==> src/rtl/turn_pkg.sv <==
// Shared state encoding, width helpers and default sizing for the turn timer controller.
package turn_pkg;

  localparam int DEF_NUM_PLAYERS  = 2;
  localparam int DEF_MAX_TURNS    = 9;
  localparam int DEF_MAX_TIMEOUTS = 3;

  typedef enum logic [2:0] {
    S_IDLE    = 3'd0,
    S_LOAD    = 3'd1,
    S_PLAY    = 3'd2,
    S_TIMEOUT = 3'd3,
    S_COMMIT  = 3'd4,
    S_DONE    = 3'd5
  } turn_state_t;

  // Player index width, never narrower than one bit.
  function automatic int player_width(input int n);
    return (n > 2) ? $clog2(n) : 1;
  endfunction

  // Width needed to hold the values 0..n inclusive.
  function automatic int count_width(input int n);
    return $clog2(n + 1);
  endfunction

endpackage

==> src/rtl/turn_timer_controller_if.sv <==
// Board/timer-facing signal bundle of the turn timer controller.
// TURN_TIMER_PAUSE_EN adds the pause input.
interface turn_timer_if #(
  parameter int PW = 1,
  parameter int TW = 4
);
`ifdef TURN_TIMER_PAUSE_EN
  logic          pause;
`endif
  logic          start;
  logic          t0;
  logic          move_valid;
  logic          move_legal;
  logic          win_detect;
  logic          auto_move_ack;
  logic          move_ready;
  logic          timer_enable;
  logic          timer_reload;
  logic          auto_move_req;
  logic [PW-1:0] current_player;
  logic [TW-1:0] turn_count;
  logic          game_over;
  logic [PW-1:0] winner;
  logic          draw;

  // master: board logic and timer side; slave: the controller.
  modport master (
`ifdef TURN_TIMER_PAUSE_EN
    output pause,
`endif
    output start, t0, move_valid, move_legal, win_detect, auto_move_ack,
    input  move_ready, timer_enable, timer_reload, auto_move_req,
    input  current_player, turn_count, game_over, winner, draw
  );

  modport slave (
`ifdef TURN_TIMER_PAUSE_EN
    input  pause,
`endif
    input  start, t0, move_valid, move_legal, win_detect, auto_move_ack,
    output move_ready, timer_enable, timer_reload, auto_move_req,
    output current_player, turn_count, game_over, winner, draw
  );
endinterface

==> src/rtl/nbit_counter.sv <==
// Generic W-bit up counter with synchronous clear (clear wins over enable).
module nbit_counter #(
  parameter int W = 4
) (
  input  logic         clk,
  input  logic         reset,
  input  logic         clr,
  input  logic         en,
  output logic [W-1:0] q
);
  always_ff @(posedge clk or posedge reset) begin
    if (reset)    q <= '0;
    else if (clr) q <= '0;
    else if (en)  q <= q + W'(1);
  end
endmodule

==> src/rtl/turn_timer_controller_strike_counter.sv <==
// Per-player saturating timeout counter; term is high once MAX strikes are reached.
module strike_counter
  import turn_pkg::*;
#(
  parameter int MAX = DEF_MAX_TIMEOUTS
) (
  input  logic clk,
  input  logic reset,
  input  logic clr,
  input  logic inc,
  output logic term
);
  localparam int SW = count_width(MAX);

  logic [SW-1:0] cnt;

  always_ff @(posedge clk or posedge reset) begin
    if (reset)                         cnt <= '0;
    else if (clr)                      cnt <= '0;
    else if (inc && cnt != SW'(MAX))   cnt <= cnt + SW'(1);
  end

  assign term = (cnt == SW'(MAX));
endmodule

==> src/rtl/turn_timer_controller.sv <==
// Game-turn sequencer driving the countdown timer and forcing moves on timeout.
// TURN_TIMER_PAUSE_EN adds a pause input that freezes the PLAY state.
module turn_timer_controller
  import turn_pkg::*;
#(
  parameter int NUM_PLAYERS  = DEF_NUM_PLAYERS,
  parameter int MAX_TURNS    = DEF_MAX_TURNS,
  parameter int MAX_TIMEOUTS = DEF_MAX_TIMEOUTS
) (
  input logic         clk,
  input logic         reset,
  turn_timer_if.slave bus
);
  localparam int PW = player_width(NUM_PLAYERS);
  localparam int TW = count_width(MAX_TURNS);

  turn_state_t          state, state_nxt;
  logic [PW-1:0]        current_player, next_player, winner_q;
  logic [TW-1:0]        turn_count;
  logic                 draw_q;
  logic                 mask_q;
  logic                 paused;
  logic [NUM_PLAYERS-1:0] strike_term;
  logic                 start_game, clr_cur, inc_cur, turn_inc;
  logic                 win_cur, win_next, set_draw, adv_player;
  logic                 cur_term;

`ifdef TURN_TIMER_PAUSE_EN
  assign paused = bus.pause;
`else
  assign paused = 1'b0;
`endif

  assign next_player = (current_player == PW'(NUM_PLAYERS - 1)) ? '0
                                                                : current_player + PW'(1);
  assign cur_term    = strike_term[current_player];

  always_ff @(posedge clk or posedge reset) begin
    if (reset) state <= S_IDLE;
    else       state <= state_nxt;
  end

  always_comb begin
    state_nxt  = state;
    start_game = 1'b0;
    clr_cur    = 1'b0;
    inc_cur    = 1'b0;
    turn_inc   = 1'b0;
    win_cur    = 1'b0;
    win_next   = 1'b0;
    set_draw   = 1'b0;
    adv_player = 1'b0;
    case (state)
      S_IDLE, S_DONE: begin
        if (bus.start) begin
          start_game = 1'b1;
          state_nxt  = S_LOAD;
        end
      end
      S_LOAD: state_nxt = S_PLAY;
      S_PLAY: begin
        if (!paused) begin
          if (bus.move_valid && bus.move_legal) begin
            clr_cur   = 1'b1;
            state_nxt = S_COMMIT;
          end else if (bus.t0 && !mask_q) begin
            inc_cur   = 1'b1;
            state_nxt = S_TIMEOUT;
          end
        end
      end
      S_TIMEOUT: begin
        // The strike was already counted on entry, so term reflects the new count.
        if (cur_term) begin
          win_next  = 1'b1;
          state_nxt = S_DONE;
        end else if (bus.auto_move_ack) begin
          state_nxt = S_COMMIT;
        end
      end
      S_COMMIT: begin
        turn_inc = 1'b1;
        if (bus.win_detect) begin
          win_cur   = 1'b1;
          state_nxt = S_DONE;
        end else if (turn_count == TW'(MAX_TURNS - 1)) begin
          set_draw  = 1'b1;
          state_nxt = S_DONE;
        end else begin
          adv_player = 1'b1;
          state_nxt  = S_LOAD;
        end
      end
      default: state_nxt = S_IDLE;
    endcase
  end

  // t0 is ignored for one PLAY cycle after a reload or after pause is released.
  always_ff @(posedge clk or posedge reset) begin
    if (reset) mask_q <= 1'b0;
    else       mask_q <= (state == S_LOAD) || (state == S_PLAY && paused);
  end

  always_ff @(posedge clk or posedge reset) begin
    if (reset) begin
      current_player <= '0;
      winner_q       <= '0;
      draw_q         <= 1'b0;
    end else begin
      if (start_game)      current_player <= '0;
      else if (adv_player) current_player <= next_player;

      if (start_game)    winner_q <= '0;
      else if (win_cur)  winner_q <= current_player;
      else if (win_next) winner_q <= next_player;

      if (start_game)    draw_q <= 1'b0;
      else if (set_draw) draw_q <= 1'b1;
    end
  end

  nbit_counter #(.W(TW)) u_turn_cnt (
    .clk   (clk),
    .reset (reset),
    .clr   (start_game),
    .en    (turn_inc),
    .q     (turn_count)
  );

  for (genvar p = 0; p < NUM_PLAYERS; p++) begin : g_strike
    strike_counter #(.MAX(MAX_TIMEOUTS)) u_strike (
      .clk   (clk),
      .reset (reset),
      .clr   (start_game || (clr_cur && current_player == PW'(p))),
      .inc   (inc_cur && current_player == PW'(p)),
      .term  (strike_term[p])
    );
  end

  assign bus.move_ready     = (state == S_PLAY) && !paused;
  assign bus.timer_enable   = (state == S_PLAY) && !paused;
  assign bus.timer_reload   = (state == S_LOAD);
  assign bus.auto_move_req  = (state == S_TIMEOUT) && !cur_term;
  assign bus.game_over      = (state == S_DONE);
  assign bus.current_player = current_player;
  assign bus.turn_count     = turn_count;
  assign bus.winner         = winner_q;
  assign bus.draw           = draw_q;

endmodule

==> src/flat_wrapper.sv <==
// flat-port wrapper written by rule: the top's interface ports become plain ports
module turn_timer_controller_flat import turn_pkg::*;
#(
  parameter int NUM_PLAYERS  = DEF_NUM_PLAYERS,
  parameter int MAX_TURNS    = DEF_MAX_TURNS,
  parameter int MAX_TIMEOUTS = DEF_MAX_TIMEOUTS
)
  (clk, reset, bus_start, bus_t0, bus_move_valid, bus_move_legal, bus_win_detect, bus_auto_move_ack, bus_move_ready, bus_timer_enable, bus_timer_reload, bus_auto_move_req, bus_current_player, bus_turn_count, bus_game_over, bus_winner, bus_draw);
  turn_timer_if #(.PW(1), .TW(4)) bus_i ();
  input logic clk;
  input logic reset;
  input wire logic [$bits(bus_i.start)-1:0] bus_start;
  input wire logic [$bits(bus_i.t0)-1:0] bus_t0;
  input wire logic [$bits(bus_i.move_valid)-1:0] bus_move_valid;
  input wire logic [$bits(bus_i.move_legal)-1:0] bus_move_legal;
  input wire logic [$bits(bus_i.win_detect)-1:0] bus_win_detect;
  input wire logic [$bits(bus_i.auto_move_ack)-1:0] bus_auto_move_ack;
  output wire logic [$bits(bus_i.move_ready)-1:0] bus_move_ready;
  output wire logic [$bits(bus_i.timer_enable)-1:0] bus_timer_enable;
  output wire logic [$bits(bus_i.timer_reload)-1:0] bus_timer_reload;
  output wire logic [$bits(bus_i.auto_move_req)-1:0] bus_auto_move_req;
  output wire logic [$bits(bus_i.current_player)-1:0] bus_current_player;
  output wire logic [$bits(bus_i.turn_count)-1:0] bus_turn_count;
  output wire logic [$bits(bus_i.game_over)-1:0] bus_game_over;
  output wire logic [$bits(bus_i.winner)-1:0] bus_winner;
  output wire logic [$bits(bus_i.draw)-1:0] bus_draw;
  assign bus_i.start = bus_start;
  assign bus_i.t0 = bus_t0;
  assign bus_i.move_valid = bus_move_valid;
  assign bus_i.move_legal = bus_move_legal;
  assign bus_i.win_detect = bus_win_detect;
  assign bus_i.auto_move_ack = bus_auto_move_ack;
  assign bus_move_ready = bus_i.move_ready;
  assign bus_timer_enable = bus_i.timer_enable;
  assign bus_timer_reload = bus_i.timer_reload;
  assign bus_auto_move_req = bus_i.auto_move_req;
  assign bus_current_player = bus_i.current_player;
  assign bus_turn_count = bus_i.turn_count;
  assign bus_game_over = bus_i.game_over;
  assign bus_winner = bus_i.winner;
  assign bus_draw = bus_i.draw;
  turn_timer_controller #(.NUM_PLAYERS(NUM_PLAYERS), .MAX_TURNS(MAX_TURNS), .MAX_TIMEOUTS(MAX_TIMEOUTS)) u_core (.clk(clk), .reset(reset), .bus(bus_i));
endmodule
==> config.mk <==
export PLATFORM = sky130hd
export DESIGN_NAME = turn_timer_controller_flat
export DESIGN_NICKNAME = d
export VERILOG_FILES = /design/src/rtl/turn_pkg.sv /design/src/rtl/turn_timer_controller_if.sv /design/src/rtl/nbit_counter.sv /design/src/rtl/turn_timer_controller_strike_counter.sv /design/src/rtl/turn_timer_controller.sv /design/src/flat_wrapper.sv
export SDC_FILE = /design/constraint.sdc
export NUM_CORES = 1
export LEC_CHECK = 0
export CORE_UTILIZATION = 50
export CTS_BUF_LIST = sky130_fd_sc_hd__clkbuf_16
export DETAILED_ROUTE_END_ITERATION = 16
export GPL_TIMING_DRIVEN = 1
export PLACE_DENSITY = 0.74
export SKIP_CTS_REPAIR_TIMING = 1
export SLEW_MARGIN = 20
export SYNTH_ARGS = -nofsm -noshare
export SYNTH_HDL_FRONTEND = slang
export SYNTH_HIERARCHICAL = 1
export SYNTH_SLANG_ARGS = --single-unit
export TNS_END_PERCENT = 1
==> constraint.sdc <==
create_clock -name clk -period 2 [get_ports clk]
set_input_delay 0.3 -clock clk [delete_from_list [all_inputs] [get_ports clk]]
set_output_delay 0.3 -clock clk [all_outputs]
set_load 0.01 [all_outputs]
==> impl_metrics.toml, run 1 <==
[synth]
synth_nets = 118
synthArstFlopShare = 1.000
synthTopCellsByArea = "dfrtp_1, mux2_4, nor2_1"
netlist_instances = 107
synth_seq_cells = 15
synth_top_cell_by_area = "dfrtp_1"
synth_top_area_frac = 0.3807
synth_edf_count = 0
synth-main-ff-cell = "dfrtp_1"
yosysSeqAreaShare = 0.3807
syn_avg_cell_area_um2 = 9.214
netlist_area_um2 = 985.9
synth.distinct_cells = 39
yosys_warnings = 6
synth_commonest_cells = "dfrtp_1, nor2_1, inv_1, nand2_1, o21ai_0"
yosysMostFrequentCell = "dfrtp_1"

[route]
dr_total_vias = 872
wl_um = 2479
first_iter_violations = 28
via_per_inst = 5.519
first_pass_iters = 4
ant_nets = 0
drc = 0
drt-wirelength-per-cell_um = 15.69

[cells_and_area]
drive_gt1_frac = 0.2030
num-nets-final = 145
areaGrowthSynthToFinish_pct = 35.03
stdcell_count = 158
finalInstanceArea_um2 = 1331
n_fill_cell = 137
diodes = 0

[setup_path]
required_ns = 1.70
rr_startpoint = "u_core/g_strike[0].u_strike/cnt[0]"
end_kind = "output pin"
slowest_stage = "clkdlybuf4s50_1"
reg2reg_depth = 5
ff2ff_setup_slack_ns = 0.14
worstSetupPathType = "reg -> out"
critPathArrivalTime_ns = 1.62
cp_cell_sequence = "nor3b_2 > buf_4 > clkdlybuf4s50_1"
max_stage_delay_ns = 0.54
rr_endpoint = "u_core/state[0]"
start_kind = "register"
path_max_fanout = 9

[clock_tree]
cts.sinks = 15
clockBufferDepth = 2
tritoncts = "built"
path_clk_slew_ns = 0.05
cts_made_buffers = 3
clk_latency_ns = 0.25
cts-htree-levels = 1
ctsRootBufferMaster = "clkbuf_16"

[die]
dieArea_um2 = 2153
initial_core_util = 0.5530
io_pins = 20
row_count = 15
core-area_um2 = 1783
die_x_um = 46.41
die_y_um = 46.41

[place]
gp_congestion = 0.8125
place.detailed.hpwl_um = 1748
placed_area_um2 = 1236
port_buffers = 19
place_inst = 154

[global_route]
grt.busiest_layer = "met2"
antenna_found_initial = 0
grt_max_degree = 11
use_met2 = 0.4111
grt_use_total = 0.2673
grt.overflow.total = 0
grt_pass1_wl_um = 3884
grt_pass1_vias = 846
grt_use_met1 = 0.3406
use_met3 = 0.05882

[power]
irDropWorstVdd_v = 0.0008790
powerDensity_nw_per_um2 = 1341
power.static_leakage_nw = 0.6254

[timing]
fin_crit_sh = 0.9579
clock.fmax_mhz = 522.0
worst_clock_skew_ns = 0.004356
rsz0062_at_grt = "false"
worst_slew_pin_slew_ns = 0.5532
setup_viol = 0
finalHoldViolCount = 0
final.min_clock_period_ns = 1.916
drv_slew = 0
relSlewSlack = 0.6260

[worst_hold_path]
min_path_type = "in -> async"

[flow_run]
max-cap-violations = 0

[run_status]
status = "finished, final reports clean"
[layer usage]
metal,wire (um),vias up,part of all wire
met3,91,6,0.037
met4,63,0,0.025
met5,0,-,0
li1,-,427,-
met2,1210,26,0.49
met1,1113,413,0.45
[report_power, final]
group          internal, mW  leakage, nW  switching (mW)
combinational         0.456        0.389           0.419
clock                 0.267       0.0409           0.127
sequential            0.395        0.195           0.121
total                  1.12        0.625           0.667
[flip-flops by register name (all words and copies together), names as in the netlist]
register / cells
u_core/bus.current_player: 1
u_core/u_turn_cnt/q: 4
u_core/state: 3
u_core/mask_q: 1
u_core/bus.draw: 1
u_core/g_strike.u_strike/cnt: 4
u_core/bus.winner: 1
[cells in the final DEF (no fill, tap or decap), drive strengths merged, types with 2 or more instances in the layout]
master	synthesis	routed
a21oi	3	3
a31oi	3	3
buf	3	8
clkbuf	2	3
clkdlybuf4s50	0	18
dfrtp	15	15
ha	3	3
inv	8	8
mux2	4	4
nand2	8	8
nand2b	3	3
nand3	3	3
nand4bb	2	2
nor2	12	12
nor2b	7	7
nor3	4	4
o21ai	6	6
xnor2	2	2
[worst max-delay path, delay by kind of cell, from the launching register on]
family / cells / cell delay, ns
DFF: 1 / 0.47
buffers and inverters: 2 / 0.70
and+or+nand+nor: 1 / 0.20
[final cells by class]
cell class,instances,area (um2),share of cell area
Multi-Input combinational cell,79,559.3,0.4201
Sequential cell,15,377.9,0.2838
Timing Repair Buffer,27,252.7,0.1898
Clock buffer,3,75.07,0.05639
Tap cell,25,31.28,0.02350
Inverter,8,30.03,0.02256
Clock inverter,1,5.005,0.003759
[how the worst max path moves through the flow]
stage | startpoint | endpoint | slack [ns] | depth (start not counted)
after floorplan | u_core/state[2] | u_core/g_strike[1].u_strike/cnt[0] | 0.14 | 5
after global placement | u_core/g_strike[0].u_strike/cnt[0] | bus_auto_move_req | 0.09 | 4
after detailed placement | u_core/g_strike[0].u_strike/cnt[0] | bus_auto_move_req | 0.007 | 4
after CTS | u_core/g_strike[0].u_strike/cnt[0] | bus_auto_move_req | -0.26 | 4
after global routing | u_core/state[0] | bus_timer_reload | 0.006 | 3
final | u_core/state[2] | bus_timer_enable | 0.08 | 3
[per-stage QoR]
step / TNS (ns) / hold slack [ns] / power (mW) / worst slack (ns) / util
6_report: 0 / 0.2874 / 1.785 / 0.08417 / 0.7467
5_1_grt: 0 / 0.3153 / 1.897 / 0.005822 / 0.7467
4_1_cts: -0.3298 / 0.2942 / 1.764 / -0.2598 / 0.7382
3_5_place_dp: 0 / 0.5026 / 1.355 / 0.006630 / 0.6933
3_3_place_gp: 0 / 0.4781 / 1.329 / 0.09181 / 0.6933
2_1_floorplan: 0 / 0.04118 / 1.034 / 0.1356 / -
[cell families after synthesis]
kind of cell               share of synthesized area
buffers and inverters                        0.06218
and+or+nand+nor                               0.2906
adders and majority gates                    0.03808
xor gates and xnor gates                     0.02665
AOI/OAI and AO/OA                             0.1307
muxes                                        0.07107
DFF                                           0.3807
(Power assumes the default switching activity.)
==> run 2, diff against run 1 <==
--- a/config.mk
+++ b/config.mk
@@ -8,8 +8,10 @@
 export CORE_UTILIZATION = 50
 export CTS_BUF_LIST = sky130_fd_sc_hd__clkbuf_16
 export DETAILED_ROUTE_END_ITERATION = 16
+export GPL_ROUTABILITY_DRIVEN = 0
 export GPL_TIMING_DRIVEN = 1
 export PLACE_DENSITY = 0.74
+export REMOVE_ABC_BUFFERS = 1
 export SKIP_CTS_REPAIR_TIMING = 1
 export SLEW_MARGIN = 20
 export SYNTH_ARGS = -nofsm -noshare
==> run 2 against run 1 <==
Net effect:
- clock power is 2% lower
- routed wire length is 11% lower
- first-iteration DRC count is 18% higher
- design area is 0.85% lower
- critical path type unchanged
- clock-buffer cell count stayed put
- cell count is 0.63% lower
- setup slack worse by 0.0091 ns
- utilization is 0.63 points lower
- critical endpoint unchanged
- non-clock buffer count is 1 lower
- highest routed layer unchanged
- sequential power is 4.1% lower
- sequential share of layout area is 0.15 points higher
- combinational power is 0.8% lower
==> impl_metrics.toml, run 2 (synthesis gave the netlist of run 1 again) <==
[run_status]
status = "finished, final reports clean"

[place]
place.detailed.hpwl_um = 1599
port_buffers = 19
placed_area_um2 = 1229

[route]
via_per_inst = 5.510
ant_nets = 0
drc = 0
drt-wirelength-per-cell_um = 14.01
wl_um = 2199
first_iter_violations = 33
first_pass_iters = 5
dr_total_vias = 865

[cells_and_area]
num-nets-final = 144
n_fill_cell = 125
areaGrowthSynthToFinish_pct = 33.88
final_common_cell = "clkdlybuf4s50_1"
seqCellArea_um2 = 376.6
drive_gt1_frac = 0.1742
finalInstanceArea_um2 = 1320
final_cell_mix = "clkdlybuf4s50_1, dfrtp_1, nor2_1, nand2_1, inv_1"
top_regs = "u_core/g_strike.u_strike/cnt (4), u_core/u_turn_cnt/q (4), u_core/state (3)"
multiInputGateArea_um2 = 556.8
diodes = 0

[die]
initial_core_util = 0.5530
die_y_um = 46.41
core-area_um2 = 1783
dieArea_um2 = 2153
row_count = 15
die_x_um = 46.41
io_pins = 20

[power]
power_switching_share = 0.3667
powerDensity_nw_per_um2 = 1325
p_int_mw = 1.108
power_switching_mw = 0.6415
p_seq_frac = 0.283
irDropWorstVdd_v = 0.0008088
power.static_leakage_nw = 0.6216
p_clk_frac = 0.221
combPwrFrac = 0.496

[timing]
worst_slew_pin_slew_ns = 0.5426
clock.fmax_mhz = 519.5
finalHoldViolCount = 0
final.min_clock_period_ns = 1.925
drv_slew = 0
setup_viol = 0
worst_clock_skew_ns = 0.001879
relSlewSlack = 0.6332
fin_crit_sh = 0.9625
tns_ns = 0
rsz0062_at_grt = "false"

[setup_path]
critPathArrivalTime_ns = 1.62
end_kind = "output pin"
required_ns = 1.70
reg2reg_depth = 5
rr_startpoint = "u_core/g_strike[0].u_strike/cnt[0]"
ff2ff_setup_slack_ns = 0.12
start_kind = "register"
worstSetupPathType = "reg -> out"
path_max_fanout = 7
rr_endpoint = "u_core/state[0]"

[global_route]
grt_max_degree = 14
grt_pass1_vias = 778
antenna_found_initial = 0
grt.overflow.total = 0
grt_pass1_wl_um = 3367
grt_use_total = 0.2270

[clock_tree]
cts-htree-levels = 1
tritoncts = "built"
cts.sinks = 15
path_clk_slew_ns = 0.05
cts_made_buffers = 3
clk_latency_ns = 0.24
clockBufferDepth = 2
ctsRootBufferMaster = "clkbuf_16"

[flow_run]
max-cap-violations = 0

[worst_hold_path]
min_path_type = "in -> async"
[run 2: how the worst max path moves through the flow]
stage,depth (start not counted),start,end
2_1_floorplan,5,u_core/state[1],u_core/g_strike[1].u_strike/cnt[0]
3_3_place_gp,4,u_core/g_strike[0].u_strike/cnt[0],bus_auto_move_req
3_5_place_dp,4,u_core/g_strike[0].u_strike/cnt[0],bus_auto_move_req
4_1_cts,4,u_core/g_strike[0].u_strike/cnt[0],bus_auto_move_req
5_1_grt,3,u_core/state[2],bus_timer_enable
6_report,3,u_core/state[2],bus_timer_enable
[run 2: critical path, cell delays in order, from the launching register on]
cell             delay, ns
dfrtp_1               0.44
nor3b_1               0.23
buf_4                 0.17
clkdlybuf4s50_1       0.53
[run 2: layout make-up]
| type | instances | share of cell area |
|---|---|---|
| Clock buffer | 3 | 0.05687 |
| Timing Repair Buffer | 26 | 0.1858 |
| Inverter | 8 | 0.02275 |
| Tap cell | 25 | 0.02370 |
| Sequential cell | 15 | 0.2853 |
| Clock inverter | 1 | 0.003791 |
| Multi-Input combinational cell | 79 | 0.4218 |
[run 2: power groups by stage]
stage | combinational [mW] | sequential [mW] | clock [mW]
2_1_floorplan | 0.458 | 0.534 | 0
3_3_place_gp | 0.816 | 0.488 | 0
3_5_place_dp | 0.833 | 0.493 | 0
4_1_cts | 0.845 | 0.490 | 0.394
5_1_grt | 0.942 | 0.507 | 0.407
6_report | 0.868 | 0.495 | 0.386
[run 2: through the flow]
step           setup WS [ns]  hold slack [ns]  power (mW)    util  instances
4_1_cts              -0.1890           0.2836       1.729  0.7340        157
3_3_place_gp          0.1054           0.4808       1.304  0.6891        153
2_1_floorplan        -0.1608          0.04118      0.9919       -        102
6_report             0.07508           0.2821       1.749  0.7404        157
5_1_grt              0.01558           0.3204       1.856  0.7404        157
3_5_place_dp         0.08173           0.4928       1.326  0.6891        153
[run 2: routing by layer]
layer,track usage,wire length [um],share of wire
met5,0,0,0
met4,0.1000,22,0.010
met3,0.06667,91,0.041
met2,0.3361,1032,0.47
met1,0.3032,1052,0.48
